===== src/rtl/adapter_sched_pkg.sv =====
// Shared types and helpers for the adapter backprop scheduler: state encoding,
// task numbering and the "next enabled task" search.
package adapter_sched_pkg;

    typedef enum logic [2:0] {
        ST_IDLE  = 3'd0,
        ST_CLEAR = 3'd1,
        ST_ISSUE = 3'd2,
        ST_DRAIN = 3'd3,
        ST_WRITE = 3'd4,
        ST_DONE  = 3'd5
    } sched_state_t;

    localparam int TASK_BIAS = 0;
    localparam int TASK_W0   = 1;
    localparam int MAX_TASKS = 32;

    typedef struct packed {
        logic       found;
        logic [4:0] idx;
    } task_sel_t;

    // Lowest set bit strictly above cur, or the lowest set bit overall when from_start.
    function automatic task_sel_t next_task(input logic [MAX_TASKS-1:0] mask,
                                            input logic [4:0]           cur,
                                            input logic                 from_start);
        task_sel_t sel;
        sel.found = 1'b0;
        sel.idx   = 5'd0;
        for (int i = MAX_TASKS - 1; i >= 0; i--) begin
            if (mask[i] && (from_start || (i > int'(cur)))) begin
                sel.found = 1'b1;
                sel.idx   = 5'(i);
            end
        end
        return sel;
    endfunction

endpackage


===== src/rtl/adapter_task_pick.sv =====
// Combinational priority pick of the next enabled gradient task; serves both the
// first selection after start and the advance after each result write.
module adapter_task_pick
    import adapter_sched_pkg::*;
#(
    parameter int N_TASKS = 7,
    parameter int TASK_W  = 3
) (
    input  logic [N_TASKS-1:0] mask,
    input  logic [TASK_W-1:0]  cur,
    input  logic               from_start,
    output logic               found,
    output logic [TASK_W-1:0]  pick
);

    logic [MAX_TASKS-1:0] mask_ext_s;
    task_sel_t            sel_s;

    // Widen the mask to the helper's fixed width and run the search.
    always_comb begin
        mask_ext_s              = '0;
        mask_ext_s[N_TASKS-1:0] = mask;
        sel_s                   = next_task(mask_ext_s, 5'(cur), from_start);
        found                   = sel_s.found;
        pick                    = TASK_W'(sel_s.idx);
    end

endmodule


===== src/rtl/adapter_bp_scheduler.sv =====
// Sequencer for the serial-adapter backprop reductions (bias, then one weight gradient
// per FMAP channel). Optional perf counters are enabled with ADAPT_SCHED_PERF_EN.
module adapter_bp_scheduler
    import adapter_sched_pkg::*;
#(
    parameter int SA_SIZE       = 576,
    parameter int FMAP_CHANNELS = 6,
    parameter int N_TASKS       = FMAP_CHANNELS + 1,
    parameter int ADD_LAT       = 1,
    parameter int IDX_W         = $clog2(SA_SIZE),
    parameter int TASK_W        = (N_TASKS > 1) ? $clog2(N_TASKS) : 1
) (
    input  logic               clk,
    input  logic               rst,
    input  logic               start,
    input  logic               abort,
    input  logic [N_TASKS-1:0] task_mask,
    input  logic               hold,
    output logic               busy,
    output logic [IDX_W-1:0]   idx,
    output logic [TASK_W-1:0]  task_id,
    output logic [N_TASKS-1:0] acc_clear,
    output logic [N_TASKS-1:0] acc_en,
    output logic               res_valid,
    output logic [TASK_W-1:0]  res_task,
    output logic               done,
    output logic               aborted
`ifdef ADAPT_SCHED_PERF_EN
    ,
    output logic [31:0]        run_cycles,
    output logic [31:0]        stall_cycles
`endif
);

    localparam int             DRAIN_W  = (ADD_LAT > 1) ? $clog2(ADD_LAT) : 1;
    localparam logic [IDX_W-1:0] IDX_LAST = IDX_W'(SA_SIZE - 1);

    sched_state_t        state_q, state_d;
    logic [N_TASKS-1:0]  mask_q, mask_d;
    logic [TASK_W-1:0]   task_id_q, task_id_d;
    logic [IDX_W-1:0]    idx_q, idx_d;
    logic [DRAIN_W-1:0]  drain_q, drain_d;
    logic                busy_q, busy_d;
    logic [N_TASKS-1:0]  acc_clear_q, acc_clear_d;
    logic                res_valid_q, res_valid_d;
    logic [TASK_W-1:0]   res_task_q, res_task_d;
    logic                done_q, done_d;
    logic                aborted_q, aborted_d;

    logic                in_idle_s;
    logic                start_acc_s;
    logic [N_TASKS-1:0]  pick_mask_s;
    logic                pick_found_s;
    logic [TASK_W-1:0]   pick_s;

    assign in_idle_s   = (state_q == ST_IDLE);
    assign start_acc_s = in_idle_s && start && !abort;
    assign pick_mask_s = in_idle_s ? task_mask : mask_q;

    adapter_task_pick #(
        .N_TASKS (N_TASKS),
        .TASK_W  (TASK_W)
    ) u_pick (
        .mask       (pick_mask_s),
        .cur        (task_id_q),
        .from_start (in_idle_s),
        .found      (pick_found_s),
        .pick       (pick_s)
    );

    // Next-state logic; every pulse/level output is decoded from the next state so it
    // lines up with the state register.
    always_comb begin
        state_d     = state_q;
        mask_d      = mask_q;
        task_id_d   = task_id_q;
        idx_d       = idx_q;
        drain_d     = drain_q;
        aborted_d   = 1'b0;
        acc_clear_d = '0;

        case (state_q)
            ST_IDLE: begin
                if (start_acc_s) begin
                    mask_d = task_mask;
                    if (pick_found_s) begin
                        task_id_d = pick_s;
                        idx_d     = '0;
                        state_d   = ST_CLEAR;
                    end else begin
                        state_d = ST_DONE;
                    end
                end else begin
                    state_d = ST_IDLE;
                end
            end
            ST_CLEAR: begin
                state_d = ST_ISSUE;
            end
            ST_ISSUE: begin
                if (!hold) begin
                    if (idx_q == IDX_LAST) begin
                        if (ADD_LAT == 0) begin
                            state_d = ST_WRITE;
                        end else begin
                            state_d = ST_DRAIN;
                            drain_d = DRAIN_W'(ADD_LAT - 1);
                        end
                    end else begin
                        idx_d = idx_q + IDX_W'(1);
                    end
                end else begin
                    idx_d = idx_q;
                end
            end
            ST_DRAIN: begin
                if (drain_q == '0) begin
                    state_d = ST_WRITE;
                end else begin
                    drain_d = drain_q - DRAIN_W'(1);
                end
            end
            ST_WRITE: begin
                if (pick_found_s) begin
                    task_id_d = pick_s;
                    idx_d     = '0;
                    state_d   = ST_CLEAR;
                end else begin
                    state_d = ST_DONE;
                end
            end
            ST_DONE: begin
                state_d = ST_IDLE;
            end
            default: begin
                state_d = ST_IDLE;
            end
        endcase

        if (!in_idle_s && abort) begin
            state_d   = ST_IDLE;
            aborted_d = 1'b1;
        end else begin
            aborted_d = 1'b0;
        end

        if (state_d == ST_CLEAR) begin
            acc_clear_d[task_id_d] = 1'b1;
        end else begin
            acc_clear_d = '0;
        end
        res_valid_d = (state_d == ST_WRITE);
        res_task_d  = (state_d == ST_WRITE) ? task_id_d : '0;
        done_d      = (state_d == ST_DONE);
        busy_d      = (state_d != ST_IDLE) && (state_d != ST_DONE);
    end

    // State, counters and registered outputs.
    always_ff @(posedge clk or posedge rst) begin
        if (rst) begin
            state_q     <= ST_IDLE;
            mask_q      <= '0;
            task_id_q   <= TASK_W'(TASK_BIAS);
            idx_q       <= '0;
            drain_q     <= '0;
            busy_q      <= 1'b0;
            acc_clear_q <= '0;
            res_valid_q <= 1'b0;
            res_task_q  <= '0;
            done_q      <= 1'b0;
            aborted_q   <= 1'b0;
        end else begin
            state_q     <= state_d;
            mask_q      <= mask_d;
            task_id_q   <= task_id_d;
            idx_q       <= idx_d;
            drain_q     <= drain_d;
            busy_q      <= busy_d;
            acc_clear_q <= acc_clear_d;
            res_valid_q <= res_valid_d;
            res_task_q  <= res_task_d;
            done_q      <= done_d;
            aborted_q   <= aborted_d;
        end
    end

    // Accumulate enable must follow hold in the same cycle: the element is only
    // valid while the source is not holding.
    always_comb begin
        acc_en = '0;
        if ((state_q == ST_ISSUE) && !hold) begin
            acc_en[task_id_q] = 1'b1;
        end else begin
            acc_en = '0;
        end
    end

    assign busy      = busy_q;
    assign idx       = idx_q;
    assign task_id   = task_id_q;
    assign acc_clear = acc_clear_q;
    assign res_valid = res_valid_q;
    assign res_task  = res_task_q;
    assign done      = done_q;
    assign aborted   = aborted_q;

`ifdef ADAPT_SCHED_PERF_EN
    logic [31:0] run_cycles_q, run_cycles_d;
    logic [31:0] stall_cycles_q, stall_cycles_d;

    // Saturating counters; they stop moving once busy drops.
    always_comb begin
        run_cycles_d   = run_cycles_q;
        stall_cycles_d = stall_cycles_q;
        if (start_acc_s) begin
            run_cycles_d   = 32'd0;
            stall_cycles_d = 32'd0;
        end else begin
            if (busy_q && (run_cycles_q != 32'hFFFF_FFFF)) begin
                run_cycles_d = run_cycles_q + 32'd1;
            end else begin
                run_cycles_d = run_cycles_q;
            end
            if ((state_q == ST_ISSUE) && hold && (stall_cycles_q != 32'hFFFF_FFFF)) begin
                stall_cycles_d = stall_cycles_q + 32'd1;
            end else begin
                stall_cycles_d = stall_cycles_q;
            end
        end
    end

    // Perf counter registers.
    always_ff @(posedge clk or posedge rst) begin
        if (rst) begin
            run_cycles_q   <= 32'd0;
            stall_cycles_q <= 32'd0;
        end else begin
            run_cycles_q   <= run_cycles_d;
            stall_cycles_q <= stall_cycles_d;
        end
    end

    assign run_cycles   = run_cycles_q;
    assign stall_cycles = stall_cycles_q;
`endif

endmodule


===== config.mk =====
export PLATFORM = sky130hd
export DESIGN_NAME = adapter_bp_scheduler
export DESIGN_NICKNAME = d
export VERILOG_FILES = /design/src/rtl/adapter_sched_pkg.sv /design/src/rtl/adapter_task_pick.sv /design/src/rtl/adapter_bp_scheduler.sv
export SDC_FILE = /design/constraint.sdc
export NUM_CORES = 1
export LEC_CHECK = 0
export ABC_AREA = 1
export BUFFER_PORTS_ARGS = -buffer_cell sky130_fd_sc_hd__buf_2
export CAP_MARGIN = 10
export CORE_MARGIN = 2
export CORE_UTILIZATION = 53
export CTS_CLUSTER_DIAMETER = 50
export DETAILED_ROUTE_END_ITERATION = 6
export GPL_TIMING_DRIVEN = 0
export PLACE_DENSITY = 0.79
export SYNTH_ARGS = -nofsm -noshare
export SYNTH_HDL_FRONTEND = slang
export SYNTH_SLANG_ARGS = --single-unit

===== constraint.sdc =====
create_clock -name clk -period 2.2 [get_ports clk]
set_clock_uncertainty 0.15 [all_clocks]
set_input_delay 0.33 -clock clk [delete_from_list [all_inputs] [get_ports clk]]
set_output_delay 0.33 -clock clk [all_outputs]
set_load 0.01 [all_outputs]

==> results.tsv, run 1 <==
metric	value	unit
hold wc startpoint	task_mask[0]	
global route overflow	0	
Warnings, synthesis	0	
Syn Area/Cell	7.591	um2
area leader, netlist	dfrtp_1	
cell internal pwr	0.001159	W
CP Class	reg -> reg	
Hold Path Cell Cnt	3	
area of the core	3416	um2
vias in the first global route	1659	
CTS root buf	clkbuf_4	
Worst path top cell family by delay	simple AND/OR/NAND/NOR gates	
crit path max fanout	9	
Post-Syn Nets	267	
DP HPWL	3104	um
Worst setup EP type	flop	
Clk pwr share	19.6	%
Final ANT Viol Nets	0	
nets	327	
Yosys top cell area share	46.72	%
# DRC	0	
placed instance count	346	
Post-synth EDFFs	0	
Clock Path Buffers	2	
vias per cell	5.069	
Net Sw Frac	38.99	%
Setup crit start kind	flop	
commonest cells in the netlist	73 x nand2_1, 36 x dfrtp_1, 28 x inv_1	
vias	1830	
flops & latches, synth	36	
die height	64.32	um
die area	4136	um2
DR pass1 iterations	4	
Critical Path Most Common Cell	nand2_1	
Hold Crit Class	in -> reg	
Bufs and invs on worst path	2	
Port Buffers	45	
number of H-tree levels	2	
CTS tree	built	
global-route wire length before repair	7127	um
Cell Area, Synth	1928	um2
worst reg2reg path depth	14	
TritonCTS Sinks	36	
CP required	2.33	ns
Final Hold Violating Endpoints	0	
Cell Rows	21	
Max Fclk	463.6	MHz
GRT Total Usage	21.86	%
top post-synthesis cells by area	dfrtp_1 47%, nand2_1 14%, nand3_1 5.7%	
sw power	0.0007409	W
WL final	4345	um
max-slew violations	0	
layout cell share with drive strength beyond 1	31.75	%
crit-path max cell delay	0.44	ns
maximum vdd drop	0.4819	mV
register-to-register setup slack	0.04	ns
slowest stage cell, crit path	dfrtp_2	
TritonCTS Buffers	5	
drt wl/cell	12.04	um
Tcrit/Tclk final	98.04	%
pwr/cell area	782.0	nW/um2
Cells after Synth	254	
R2R Path Start	state_q[1]	
sequential share of power	42.8	%
Post-Route Utilization	71.14	%
CP arrival	2.29	ns
initial antenna violation count	0	
r2r endpoint	res_task[1]	
Seq/Total Area, Yosys	46.72	%
RSZ-0062 raised after global routing	true	
clock slew seen by the registers of the worst setup and hold paths	0.11	ns
FFs w/ async S/R, synth	100.0	%
outcome	complete, no violations	
Comb pwr share	37.6	%
clk_lat worst skew	0.34	ns
Period minus WS final	2.157	ns
Unique masters post-synth	28	
crit path launch	state_q[1]	
Antenna diodes	0	
fill cell count	284	
largest net degree at the start of global routing	25	
worst rel slew slack	61.47	%
Layout area overhead	26.02	%
drt initial violations	88	
WHS Endpoint	acc_clear[0]	
Final GP Congestion	0.8389	
Non-Filler Instances	361	
Pleak	1.331	nW
worst slew pin tran	0.5774	ns
initial core utilization	56.45	%
DIE WIDTH	64.32	um
Max-Cap Viols	0	
ys flop type	dfrtp_1	
Ports	46	
critical-path cell list	nor2_4, nand2_2, buf_6, nand2_1, nand2_2, nor2_2, nand2_1, nor2_2, nand2_1, nand2_1, nand2_2, inv_2, nand2_4, nor2_2	
final setup fails	0	
count leader, synth	nand2_1	
-- flip-flops by register name, indices dropped and copies added, names as in the netlist --
register and count:
res_valid 1, state_q 3, res_task 3, idx 10
done 1, acc_clear 7, aborted 1, task_id 3
mask_q 6, busy 1
-- layer usage --
| layer | up-vias | GRT usage [%] | wire [um] |
|---|---|---|---|
| met4 | 0 | 10.90 | 99 |
| met1 | 856 | 27.90 | 1871 |
| met2 | 40 | 35.29 | 2211 |
| li1 | 923 | - | - |
| met3 | 11 | 4.401 | 162 |
| met5 | - | 0 | 0 |
-- final cells by class --
cell class | instances | area (um2) | share of cell area [%]
multi-input combinational | 180 | 924.6 | 38.05
buffer | 4 | 37.54 | 1.545
tap | 46 | 57.56 | 2.369
clock buffer | 7 | 55.05 | 2.266
clock inverter | 1 | 7.507 | 0.3090
timing repair buffer | 54 | 315.3 | 12.98
sequential | 36 | 903.4 | 37.18
inverter | 33 | 128.9 | 5.304
-- worst max-delay path by stage --
stage	end	slack (ns)	cells past startpoint
2_1_floorplan	idx[4]	0.29	13
3_3_place_gp	acc_clear[2]	-0.07	9
3_5_place_dp	acc_clear[6]	-0.03	9
4_1_cts	idx[5]	0.01	14
5_1_grt	res_task[1]	-0.14	14
6_report	res_task[1]	0.04	14
-- logic make-up (layout without fill, tap and decap cells) --
logic type,count (synthesis),after routing,synth area share (%)
xor gates and xnor gates,7,7,3.180
buffers and inverters,38,99,8.241
AOI/OAI and AO/OA,19,19,5.256
adders and majority gates,1,1,0.6488
muxes,2,2,1.168
and+or+nand+nor,151,151,34.78
DFF,36,36,46.72
-- repair_timing --
item,CTS,global route
pin swaps,1,9
buffers inserted,0,7
gates resized for setup,5,17
cloned,0,0
endpoints found under the setup margin,12,25
hold buffers,1,0
hold endpoints to repair,12,0
-- through the flow --
step	setup slack (ns)	instance area (um2)	hold WS [ns]	TNS [ns]	total power, W
global placement	-0.06517	2211	0.3193	-0.1660	0.001434
finish	0.04306	2430	0.07993	0	0.001900
floorplan	0.2927	1928	0.3030	0	0.001279
CTS	0.01200	2332	0.07373	0	0.001843
global route	-0.1402	2430	0.08657	-0.9866	0.002034
detailed placement	-0.02997	2238	0.2613	-0.04888	0.001457
-- cell usage in the layout (no fill, tap or decap), drive strengths merged --
master	netlist	routed
a21boi	1	1
a21oi	6	6
buf	2	55
clkbuf	3	9
clkinvlp	0	1
dfrtp	36	36
dlygate4sd3	0	1
ha	1	1
inv	33	33
mux2	2	2
nand2	79	79
nand3	23	23
nand3b	1	1
nand4	3	3
nor2	30	30
nor3	9	9
nor4	2	2
o21ai	12	12
or2	4	4
xnor2	2	2
xor2	5	5
-- power by group through the flow --
stage	combinational, W	sequential, W	clock, W
floorplan	0.000458	0.000821	0
detailed placement	0.000646	0.000810	0
global placement	0.000628	0.000807	0
finish	0.000714	0.000814	0.000372
CTS	0.000660	0.000799	0.000384
global route	0.000794	0.000829	0.000412
-- worst register-to-register path, delay by kind of cell (launching register included) --
kind | cells | cell delay [ns]
buf+inv | 2 | 0.22
flops | 1 | 0.44
simple gates | 12 | 1.26
(Power assumes the default switching activity.)
==> run 2: changes to the inputs <==
--- a/config.mk
+++ b/config.mk
@@ -6,14 +6,15 @@
 export NUM_CORES = 1
 export LEC_CHECK = 0
 export ABC_AREA = 1
-export BUFFER_PORTS_ARGS = -buffer_cell sky130_fd_sc_hd__buf_2
 export CAP_MARGIN = 10
+export CORE_ASPECT_RATIO = 1.4
 export CORE_MARGIN = 2
-export CORE_UTILIZATION = 53
+export CORE_UTILIZATION = 55
 export CTS_CLUSTER_DIAMETER = 50
 export DETAILED_ROUTE_END_ITERATION = 6
+export DONT_BUFFER_PORTS = 1
 export GPL_TIMING_DRIVEN = 0
-export PLACE_DENSITY = 0.79
+export PLACE_DENSITY = 0.71
 export SYNTH_ARGS = -nofsm -noshare
 export SYNTH_HDL_FRONTEND = slang
 export SYNTH_SLANG_ARGS = --single-unit
==> run 2 against run 1 <==
  * Design area down 4.1%
  * Utilization decreased by 2.1 points
  * First-iteration DRC count shrank 58%
  * Sequential power is 2% higher
==> results.tsv, run 2 (synthesis results as in run 1) <==
metric	value	unit
outcome	complete, no violations	
TritonCTS Buffers	5	
TritonCTS Sinks	36	
max FFs per register	10	
Port Buffers	0	
Tcrit/Tclk final	97.43	%
DIE WIDTH	54.04	um
Hold Crit Class	in -> reg	
vias in the first global route	1473	
vias per cell	5.327	
Final GP Congestion	0.8320	
CTS tree	built	
vias	1662	
initial antenna violation count	0	
Design Area, Final	2331	um2
die area	4002	um2
DR pass1 iterations	4	
Pleak	1.131	nW
CP arrival	2.18	ns
fill cell count	306	
Antenna diodes	0	
number of H-tree levels	2	
RSZ-0062 raised after global routing	true	
flip-flop and latch area	905.9	um2
Max-Cap Viols	0	
Min Hold Slack	0.03007	ns
crit path max fanout	8	
Clock Path Buffers	2	
WL final	4483	um
worst rel slew slack	53.92	%
commonest non-fill, non-tap cells in the layout	68 x nand2_1, 32 x dfrtp_1, 27 x inv_1, 20 x nor2_1, 17 x nand3_1	
register-to-register setup slack	0.06	ns
Cell Rows	25	
Final ANT Viol Nets	0	
Period minus WS final	2.144	ns
clock slew seen by the registers of the worst setup and hold paths	0.07	ns
global route overflow	0	
drt initial violations	37	
commonest non-fill, non-tap cell in the layout	nand2_1	
GRT Total Usage	22.49	%
final setup fails	0	
Worst setup EP type	flop	
# DRC	0	
Layout area overhead	20.90	%
CP Class	reg -> reg	
final setup TNS	0	ns
area of the core	3378	um2
global-route wire length before repair	6465	um
drt wl/cell	14.37	um
pwr/cell area	893.3	nW/um2
worst slew pin tran	0.6904	ns
DP HPWL	3121	um
Setup crit start kind	flop	
clk_lat worst skew	0.29	ns
die height	74.06	um
CTS root buf	clkbuf_8	
Placed Area	2006	um2
placed instance count	295	
Non-Filler Instances	312	
CP required	2.23	ns
Final Hold Violating Endpoints	0	
initial core utilization	57.07	%
maximum vdd drop	0.6734	mV
max-slew violations	0	
area of the multi-input gates	992.2	um2
layout cell share with drive strength beyond 1	25.37	%
Max Fclk	466.5	MHz
nets	284	
Ports	46	
largest net degree at the start of global routing	22	
## run 2: area by class of cell
type	count	share of cell area, %
multi-input combinational	180	42.57
sequential	36	38.86
inverter	33	5.475
timing repair buffer	10	4.831
clock buffer	7	3.704
tap	40	2.147
buffer	5	2.093
clock inverter	1	0.3221
## run 2: critical path: stages (launching register included)
cell	delay [ns]
dfrtp_1	0.42
nor2_4	0.22
nand2_2	0.11
buf_6	0.14
nand2_1	0.08
nand2_2	0.06
nor2_2	0.16
nand3_2	0.12
o21ai_2	0.16
inv_2	0.08
nand2_4	0.13
clkbuf_16	0.16
o21ai_1	0.05
## run 2: final timing paths
check,startpoint,end,depth (start not counted)
hold reg to reg,mask_q[1],mask_q[1],2
hold / removal,task_mask[0],acc_clear[0],2
min in group asynchronous,rst,idx[2],2
setup reg to reg,state_q[0],idx[6],12
setup / recovery,state_q[0],idx[6],12
max in group asynchronous,rst,state_q[1],3
## run 2: metrics by stage
step / util [%] / worst slack (ns) / power, W
finish: 69.00 / 0.05648 / 0.002082
CTS: 63.07 / 0.006980 / 0.001916
floorplan: - / 0.2927 / 0.001279
detailed placement: 59.37 / -0.09896 / 0.001411
global route: 69.00 / -0.1179 / 0.002200
global placement: 58.56 / -0.09840 / 0.001395
## run 2: power breakdown
part	leakage (nW)	switching, W	internal, W
clock network	0.0445	0.000242	0.000254
logic	0.608	0.000484	0.000272
registers	0.478	0.0000857	0.000745
## run 2: timing repair
item | in CTS | in global routing
gates cloned | 0 | 2
endpoints found under the hold margin | 15 | 0
endpoints found under the setup margin | 25 | 26
pin swaps | 0 | 10
setup buffers | 0 | 6
hold buffers | 1 | 0
resized for setup | 6 | 36
## run 2: per-layer routing
metal  global-route usage [%]  share of wire, %  vias to the layer above
met4                    8.611               2.4                        0
met1                    25.26                39                      768
met3                    7.229               5.4                       12
met2                    38.89                53                       45
met5                        0                 0                        -
li1                         -                 -                      837
